$ cat config.mk
export PLATFORM = sky130hd
export DESIGN_NAME = reorder_buffer
export DESIGN_NICKNAME = d
export VERILOG_FILES = /design/src/rtl/const_def.sv /design/src/rtl/reorder_buffer.sv
export SDC_FILE = /design/constraint.sdc
export NUM_CORES = 1
export LEC_CHECK = 0
export BUFFER_PORTS_ARGS = -buffer_cell sky130_fd_sc_hd__buf_4
export CORE_AREA = 2 2 449 228
export CTS_BUF_LIST = sky130_fd_sc_hd__clkbuf_8 sky130_fd_sc_hd__clkbuf_16
export DETAILED_ROUTE_END_ITERATION = 10
export DIE_AREA = 0 0 451 230
export PLACE_DENSITY = 0.78
export RECOVER_POWER = 100
export SLEW_MARGIN = 10
export SYNTH_ARGS = -nofsm -noshare
export SYNTH_HDL_FRONTEND = slang
export SYNTH_SLANG_ARGS = --single-unit
export TNS_END_PERCENT = 50
$ cat constraint.sdc
create_clock -name clk -period 7.13 [get_ports clk]
set_input_delay 0.3565 -clock clk [delete_from_list [all_inputs] [get_ports clk]]
set_output_delay 0.3565 -clock clk [all_outputs]
set_load 0.02 [all_outputs]
$ cat src/rtl/const_def.sv
// -----------------------------------------------------------------------------
// const_def -- constants shared by the out-of-order core blocks.
//   TAG_W      rename-tag width
//   ROB_DEPTH  reorder-buffer entry count (live tags are 1..ROB_DEPTH)
//   TAG_NONE   tag value meaning "no dependency"
//   REG_ZERO   architectural register x0 (writes are ignored by the RF)
//   rob_state_e  reorder-buffer control state
// -----------------------------------------------------------------------------
package const_def;

  localparam int TAG_W     = 5;
  localparam int ROB_DEPTH = 16;
  localparam int TAG_NONE  = 0;
  localparam logic [4:0] REG_ZERO = 5'd0;

  typedef enum logic {
    ROB_RUN   = 1'b0,
    ROB_FLUSH = 1'b1
  } rob_state_e;

endpackage

$ cat src/rtl/reorder_buffer.sv
// -----------------------------------------------------------------------------
// reorder_buffer -- circular in-order retirement queue between the dispatcher,
// the CDB and the architectural register file.
//
// Each dispatched instruction gets a rename tag (slot index + 1; tag 0 means
// "no dependency"). CDB writebacks mark entries ready; the head entry retires
// to the RF commit port one per cycle. A retiring branch whose resolved
// direction differs from its prediction commits normally, then the buffer
// spends one cycle in FLUSH, which empties it and raises flush/redirect_pc.
//
// Ports
//   clk, rst                      clock, synchronous active-high reset
//   rdy                           global enable; 0 freezes all state/outputs
//   alloc_valid/rd/is_br/pred_taken/pc_alt   dispatcher allocation request
//   alloc_tag                     tag the next allocation receives
//   full                          registered count == DEPTH
//   cdb_valid/tag/data/br_taken   result writeback
//   q1_tag,q2_tag -> q*_ready,q*_data   operand bypass lookups
//   commit_valid/rd/tag/data      registered RF write port
//   flush, redirect_pc            registered pipeline flush + fetch target
//
// Build option: define ROB_BYPASS_EN to enable the q1/q2 lookup; otherwise the
// lookup outputs are tied to 0 and the ports are kept for interface stability.
// -----------------------------------------------------------------------------
module reorder_buffer #(
  parameter int DEPTH = const_def::ROB_DEPTH,
  parameter int TAG_W = const_def::TAG_W
) (
  input  logic             clk,
  input  logic             rst,
  input  logic             rdy,
  input  logic             alloc_valid,
  input  logic [4:0]       alloc_rd,
  input  logic             alloc_is_br,
  input  logic             alloc_pred_taken,
  input  logic [31:0]      alloc_pc_alt,
  output logic [TAG_W-1:0] alloc_tag,
  output logic             full,
  input  logic             cdb_valid,
  input  logic [TAG_W-1:0] cdb_tag,
  input  logic [31:0]      cdb_data,
  input  logic             cdb_br_taken,
  input  logic [TAG_W-1:0] q1_tag,
  input  logic [TAG_W-1:0] q2_tag,
  output logic             q1_ready,
  output logic             q2_ready,
  output logic [31:0]      q1_data,
  output logic [31:0]      q2_data,
  output logic             commit_valid,
  output logic [4:0]       commit_rd,
  output logic [TAG_W-1:0] commit_tag,
  output logic [31:0]      commit_data,
  output logic             flush,
  output logic [31:0]      redirect_pc
);
  import const_def::*;

  localparam int IDX_W = (DEPTH > 1) ? $clog2(DEPTH) : 1;
  localparam int CNT_W = $clog2(DEPTH + 1);

  // Queue pointers and control
  logic [IDX_W-1:0] head_reg, tail_reg;
  logic [CNT_W-1:0] count_reg, count_next;
  logic             full_reg;
  rob_state_e       state_reg;

  // Entry storage
  logic [DEPTH-1:0] busy_reg, ready_reg, is_br_reg, pred_reg, taken_reg;
  logic [4:0]       rd_reg     [DEPTH];
  logic [31:0]      pc_alt_reg [DEPTH];
  logic [31:0]      data_reg   [DEPTH];

  // Registered outputs
  logic             commit_valid_reg, flush_reg;
  logic [4:0]       commit_rd_reg;
  logic [TAG_W-1:0] commit_tag_reg;
  logic [31:0]      commit_data_reg, redirect_pc_reg;

  function automatic logic [IDX_W-1:0] wrap_inc(input logic [IDX_W-1:0] idx);
    return (idx == IDX_W'(DEPTH - 1)) ? '0 : idx + IDX_W'(1);
  endfunction

  function automatic logic tag_live(input logic [TAG_W-1:0] tag);
    return (tag != TAG_W'(TAG_NONE)) && (tag <= TAG_W'(DEPTH));
  endfunction

  function automatic logic [IDX_W-1:0] tag_idx(input logic [TAG_W-1:0] tag);
    logic [TAG_W-1:0] slot;
    slot = tag - TAG_W'(1);
    return slot[IDX_W-1:0];
  endfunction

  logic [IDX_W-1:0] cdb_idx;
  logic             alloc_fire, cdb_fire, commit_fire, mispredict;

  assign cdb_idx = tag_idx(cdb_tag);

  // Allocation also waits out the flush-output cycle so wrong-path dispatches
  // still in flight cannot land in the freshly emptied queue.
  assign alloc_fire  = rdy && alloc_valid && !full_reg && !flush_reg && (state_reg == ROB_RUN);
  assign cdb_fire    = rdy && cdb_valid && tag_live(cdb_tag) && busy_reg[cdb_idx];
  assign commit_fire = rdy && (state_reg == ROB_RUN) && busy_reg[head_reg] && ready_reg[head_reg];
  assign mispredict  = is_br_reg[head_reg] && (taken_reg[head_reg] != pred_reg[head_reg]);

  always_comb begin
    count_next = count_reg;
    if (alloc_fire && !commit_fire)
      count_next = count_reg + CNT_W'(1);
    else if (!alloc_fire && commit_fire)
      count_next = count_reg - CNT_W'(1);
  end

  always_ff @(posedge clk) begin
    if (rst) begin
      head_reg         <= '0;
      tail_reg         <= '0;
      count_reg        <= '0;
      full_reg         <= 1'b0;
      state_reg        <= ROB_RUN;
      busy_reg         <= '0;
      ready_reg        <= '0;
      commit_valid_reg <= 1'b0;
      commit_rd_reg    <= REG_ZERO;
      commit_tag_reg   <= '0;
      commit_data_reg  <= '0;
      flush_reg        <= 1'b0;
      redirect_pc_reg  <= '0;
    end else if (rdy) begin
      commit_valid_reg <= 1'b0;
      flush_reg        <= 1'b0;
      if (state_reg == ROB_FLUSH) begin
        // Empty the queue; redirect_pc was captured when the branch retired.
        head_reg  <= '0;
        tail_reg  <= '0;
        count_reg <= '0;
        full_reg  <= 1'b0;
        busy_reg  <= '0;
        ready_reg <= '0;
        flush_reg <= 1'b1;
        state_reg <= ROB_RUN;
      end else begin
        if (cdb_fire) begin
          ready_reg[cdb_idx] <= 1'b1;
          data_reg[cdb_idx]  <= cdb_data;
          taken_reg[cdb_idx] <= cdb_br_taken;
        end
        if (alloc_fire) begin
          busy_reg[tail_reg]   <= 1'b1;
          ready_reg[tail_reg]  <= 1'b0;
          rd_reg[tail_reg]     <= alloc_rd;
          is_br_reg[tail_reg]  <= alloc_is_br;
          pred_reg[tail_reg]   <= alloc_pred_taken;
          pc_alt_reg[tail_reg] <= alloc_pc_alt;
          tail_reg             <= wrap_inc(tail_reg);
        end
        if (commit_fire) begin
          busy_reg[head_reg] <= 1'b0;
          commit_valid_reg   <= 1'b1;
          commit_rd_reg      <= rd_reg[head_reg];
          commit_tag_reg     <= TAG_W'(head_reg) + TAG_W'(1);
          commit_data_reg    <= data_reg[head_reg];
          head_reg           <= wrap_inc(head_reg);
          if (mispredict) begin
            state_reg       <= ROB_FLUSH;
            redirect_pc_reg <= pc_alt_reg[head_reg];
          end
        end
        count_reg <= count_next;
        // Registered full: a same-cycle commit cannot admit an allocation.
        full_reg  <= (count_next == CNT_W'(DEPTH));
      end
    end
  end

  assign alloc_tag    = TAG_W'(tail_reg) + TAG_W'(1);
  assign full         = full_reg;
  assign commit_valid = commit_valid_reg;
  assign commit_rd    = commit_rd_reg;
  assign commit_tag   = commit_tag_reg;
  assign commit_data  = commit_data_reg;
  assign flush        = flush_reg;
  assign redirect_pc  = redirect_pc_reg;

`ifdef ROB_BYPASS_EN
  // Reads current state only; a same-cycle CDB result is not forwarded.
  logic [IDX_W-1:0] q1_idx, q2_idx;
  assign q1_idx   = tag_idx(q1_tag);
  assign q2_idx   = tag_idx(q2_tag);
  assign q1_ready = tag_live(q1_tag) && busy_reg[q1_idx] && ready_reg[q1_idx];
  assign q2_ready = tag_live(q2_tag) && busy_reg[q2_idx] && ready_reg[q2_idx];
  assign q1_data  = tag_live(q1_tag) ? data_reg[q1_idx] : 32'd0;
  assign q2_data  = tag_live(q2_tag) ? data_reg[q2_idx] : 32'd0;
`else
  logic unused_q_tags;
  assign unused_q_tags = ^{q1_tag, q2_tag};
  assign q1_ready = 1'b0;
  assign q2_ready = 1'b0;
  assign q1_data  = 32'd0;
  assign q2_data  = 32'd0;
`endif

endmodule

# Word-level counts from Yosys, hierarchy flattened

Memory sizes are Yosys's and may differ from the RTL's. A register that Yosys moved wholly into a read port is not among the register bits.
Cells that the tools add are included.
Widths: inputs -> output; s select.

Register bits after elaboration: 102
Input port bits: 92
Memory bits (writable): 1,104
Memories kept: 3
Output and inout bits: 148

Memory list:

| memory     | depth | width | rd ports | clocked after memory_dff | write ports | line                 | text |
|---|---|---|---|---|---|---|---|
| data_reg   | 16    | 32    | 1        | 1                        | 1           | reorder_buffer.sv:71 | `logic [31:0] data_reg [DEPTH];` |
| pc_alt_reg | 16    | 32    | 1        | 1                        | 1           | reorder_buffer.sv:70 | `logic [31:0] pc_alt_reg [DEPTH];` |
| rd_reg     | 16    | 5     | 1        | 1                        | 1           | reorder_buffer.sv:69 | `logic [4:0] rd_reg [DEPTH];` |

Reductions and logical operators: 30
Mux-type cells: 59
Equality and inequality tests: 4
Bitwise gates (word level): 8
Magnitude comparators: 7
Add/sub/neg operators: 7

Operator list:

| kind                | count |
|---|---|
| $mux 16             | 12 |
| $bwmux 16           | 3 |
| $and 16x16->16      | 2 |
| $not 16->16         | 2 |
| $or 16x16->16       | 2 |
| $mux 1              | 26 |
| $bmux 1 s4          | 6 |
| $mux 4              | 6 |
| $logic_and 1x1->1   | 17 |
| $lt 4x5->1 const B  | 3 |
| $mux 5              | 3 |
| $demux 1 s4         | 3 |
| $ge 4x1->1 const B  | 3 |
| $reduce_and 4->1    | 3 |
| $add 4x1->5 const B | 2 |
| $add 4x1->4 const B | 2 |
| $eq 4x4->1 const B  | 2 |
| $add 5x1->5 const B | 1 |
| $eq 5x5->1 const B  | 1 |
| $le 5x5->1 const B  | 1 |
| $reduce_bool 5->1   | 1 |
| $sub 5x1->5 const B | 1 |
| $logic_not 1->1     | 4 |
| $reduce_and 2->1    | 2 |
| 5 further kinds     | 7 |

# Depth between registers and ports, before layout

Word-level depth: 13
Gate-level depth with buffers: 11

# Worst setup path before layout

OpenSTA, ideal clock, no wires.

Path type: input to register
Start point: input port cdb_tag[0]
End point: memory data_reg[3][0], enable pin
Buffers on the path: 1
Setup time: 0.461 ns
Slack: 2.561 ns
Cell stages on the path: 8
Data arrival time: 4.108 ns
Required time: 6.669 ns
Path through: buf_2 inv_1 ha_1 mux4_2 mux4_2 and4_1 nand3_1 nor3_1

Longest elaborated chain between the ends: 9
Elaborated cells on any way between the ends: 13

RTL lines:

| what                                                                     | line                                        | text |
|---|---|---|
| start, declared                                                          | reorder_buffer.sv:40                        | `input logic [TAG_W-1:0] cdb_tag,` |
| $sub 4x1->4, or another cell as far along                                | reorder_buffer.sv:89                        | `slot = tag - TAG_W'(1);` |
| $bmux 1 s4 / $logic_and 1x1->1 (equally long branches)                   | reorder_buffer.sv:101, reorder_buffer.sv:84 |  |
| $mux 1 (not written as such) / $logic_and 1x1->1 (equally long branches) | reorder_buffer.sv:101                       | `assign cdb_fire = rdy && cdb_valid && tag_live(cdb_tag) && busy_reg[cdb_idx];` |
| $logic_and 1x1->1                                                        | reorder_buffer.sv:101                       |  |
| $mux 1                                                                   | reorder_buffer.sv:142                       | `if (cdb_fire) begin` |
| $mux 1                                                                   | reorder_buffer.sv:131                       | `if (state_reg == ROB_FLUSH) begin` |
| $mux 1                                                                   | reorder_buffer.sv:128                       | `end else if (rdy) begin` |
| $mux 1                                                                   | reorder_buffer.sv:114                       | `if (rst) begin` |
| $mux 1 (not written as such)                                             | reorder_buffer.sv:144                       | `data_reg[cdb_idx] <= cdb_data;` |
| end, declared                                                            | reorder_buffer.sv:71                        |  |

Several ways; a longest one is shown, not always the timed one. The select of a mux whose other input is x is not followed.

# Worst setup path in the final report

Start point: input port cdb_tag[3]
End point: memory data_reg[12][31], enable pin

Same word-level chain as after synthesis.

==> out/metrics.cfg <==
[outcome]
outcome = finished with violations
violations = max-capacitance violations, max-slew violations

[synthesis]
ys_warn_count = 0
ys.flop_type = edfxtp_1
ys_ff_latch = 1275
synth_edf_count = 1152
netlist_instances = 2370
async_flop_share_pct = 0
seq_area_frac_synth_pct = 74.7
synth_area_per_cell_um2 = 20.9
syn_area_mm2 = 0.0496
ys_types = 53

[power]
power.internal_w = 0.0116
seqPwrFrac_pct = 56.4
pwr_density_cell_mw_per_mm2 = 259
power.switching_w = 0.00289
clock_power_share_pct = 41.7
p_leak_nw = 17.3
p_sw_share_pct = 20.0
power.share.combinational_pct = 1.9
ir_worst_vdd_mv = 0.186

[job]
drv_cap = 40

[die]
fp.dieH_um = 230
coreArea_mm2 = 0.0996
rows = 82
die_w_um = 451
boundaryPins = 240
die_area_mm2 = 0.104
start_util_pct = 49.8

[finish]
final_util_pct = 56.1
layout-drive-gt1-share_pct = 21.3
final_common_cell = edfxtp_1
nFillCells = 7197
nets = 2743
final_cell_mix = 1152 x edfxtp_1, 366 x mux4_2, 187 x clkbuf_1
area_growth_pct = 12.5

[routing]
drtPass1Iterations = 6
routedWlPerCell_um = 27.7
drc = 0
drtIter0Drc = 3118
vias_per_cell = 6.07
num_vias = 24764
routed_wirelength_um = 113000
drtAntennaViolNets = 0

[place]
port_buffers = 163
gp_congestion = 0.830
dp_hpwl_um = 56200

[clock_tree]
htreeDepth = 3
clk_pin_slew_worst_paths_ns = 0.07
cts_resized = 0
cts-root-buf = clkbuf_16
cts_buffers = 109
tritoncts = yes
clkLatencyLatePin_ns = 0.72
cts.sinks = 1275
clock_path_buffers = 3

[global_routing]
grt-ovfl-total = 0
grt_pass1_vias = 25670
grt_first_pass_wirelength_um = 168000
grtUsageTotal_pct = 21.9
grt_max_degree = 79
antenna_found_initial = 5

[critical_path]
criticalPathCategory = in -> reg
reg2reg_from = head_reg[0]
cp.required_ns = 7.41
cp_max_fo = 21
worstReg2RegEnd = redirect_pc[7]
regToRegSetupSlack_ns = 1.64
arrival_ns = 6.03
endpoint_kind = flip-flop
crit_path_start_kind = input pin
rr_worst_depth = 9

[sta]
rsz0062_at_grt = no
hold_viol = 0
fin_crit_ns = 5.74
skew_ns = 0.0348
post-route-period-util_pct = 80.5
setup_violations = 0
fmax_mhz = 174
worst_pin_slew_ns = 3.66
slew_viol_final = 1095
maxSlewHeadroom_pct = -144
tns_ns = 0

[hold_path]
worst_hold_path.num_cells = 2
hp-start = rst
hold_class = in -> reg
min_to = commit_tag[1]

worst max-delay path, cell delays in order:
cell	delay, ns
dlygate4sd3_1	0.52
clkbuf_1	0.35
xor2_1	0.77
mux4_2	0.36
and4_1	0.30
and2_0	0.39
nand2_1	0.36
nor2_1	1.08
clkbuf_1	1.49
cell families after synthesis:
kind of cell / count (synthesis) / share of synthesized area (%)
adder cells (fa/ha/maj): 14 / 0.353
AND/OR/NAND/NOR: 309 / 2.79
flip-flops: 1275 / 74.7
AO/OA/AOI/OAI: 96 / 1.24
buffers and inverters: 212 / 2.31
multiplexers: 451 / 18.4
XOR/XNOR: 12 / 0.212
other: 1 / 0.00755
worst max path at each step:
| stage | start | slack [ns] | endpoint | cells past startpoint |
|---|---|---|---|---|
| floorplan | cdb_tag[0] | 2.56 | data_reg[3][0] | 8 |
| global placement | head_reg[0] | 2.68 | redirect_pc[14] | 9 |
| detailed placement | head_reg[0] | 2.64 | redirect_pc[16] | 9 |
| CTS | head_reg[0] | 2.59 | redirect_pc[16] | 9 |
| global route | cdb_tag[3] | 1.19 | data_reg[12][31] | 9 |
| finish | cdb_tag[3] | 1.39 | data_reg[12][31] | 9 |
what timing repair did:
action	in CTS	in global routing
endpoints found under the setup margin	0	0
hold endpoints to repair	1153	0
setup buffers	0	0
hold buffers	73	0
layout make-up:
| type | count | area, µm² | share of cell area (%) |
|---|---|---|---|
| Inverter | 15 | 56.3 | 0.101 |
| Tap cell | 1344 | 1680 | 3.01 |
| Antenna cell | 3 | 7.51 | 0.0134 |
| Sequential cell | 1275 | 37100 | 66.4 |
| Timing Repair Buffer | 288 | 1650 | 2.95 |
| Clock inverter | 83 | 691 | 1.24 |
| Clock buffer | 122 | 2940 | 5.26 |
| Multi-Input combinational cell | 948 | 11800 | 21.1 |
per-layer routing:
layer  up-vias  GRT usage (%)  wire (µm)  share of wire, %
li1      10142              -          -                 -
met2      1348           37.8      58600                52
met1     13017           28.3      41800                37
met3       253           4.15       8930               7.9
met5         -              0         27             0.024
met4         4           6.91       3540               3.1
cells in the mapped netlist (4+ instances only):
cell type / instances / area share [%]
a211oi_1: 22 / 0.33
a21oi_1: 40 / 0.40
a31oi_1: 12 / 0.15
and3_1: 7 / 0.088
buf_1: 7 / 0.053
buf_2: 42 / 0.42
buf_4: 69 / 1.0
buf_6: 5 / 0.11
clkbuf_1: 72 / 0.54
dfxtp_1: 123 / 5.0
edfxtp_1: 1152 / 70
ha_1: 14 / 0.35
inv_1: 13 / 0.098
mux2i_1: 78 / 1.6
mux4_2: 366 / 17
nand2_1: 58 / 0.44
nand2b_1: 5 / 0.063
nand3_1: 20 / 0.20
nand4_1: 8 / 0.10
nor2_1: 165 / 1.2
nor3_1: 19 / 0.19
nor3b_1: 4 / 0.061
o21ai_0: 7 / 0.071
xnor2_1: 6 / 0.11
xor2_1: 6 / 0.11
through the flow:
| step | total power, W | std cells | worst slack (ns) | hold slack (ns) | instance area (µm²) |
|---|---|---|---|---|---|
| after CTS | 0.0145 | 4075 | 2.59 | 0.0833 | 56700 |
| after global placement | 0.00855 | 3797 | 2.68 | 0.462 | 52300 |
| after detailed placement | 0.00857 | 3797 | 2.64 | 0.468 | 52300 |
| after floorplan | 0.00845 | 2435 | 2.56 | 0.452 | 49900 |
| final | 0.0145 | 4078 | 1.39 | 0.127 | 55900 |
| after global routing | 0.0148 | 4077 | 1.19 | 0.135 | 55800 |
power by group through the flow:
stage          logic, W  registers [W]  clock network, W
4_1_cts        0.000296        0.00815           0.00611
2_1_floorplan  0.000132        0.00831                 0
3_3_place_gp   0.000242        0.00831                 0
3_5_place_dp   0.000256        0.00831                 0
5_1_grt        0.000296        0.00815           0.00639
6_report       0.000273        0.00815           0.00603
(Power assumes the default switching activity.)
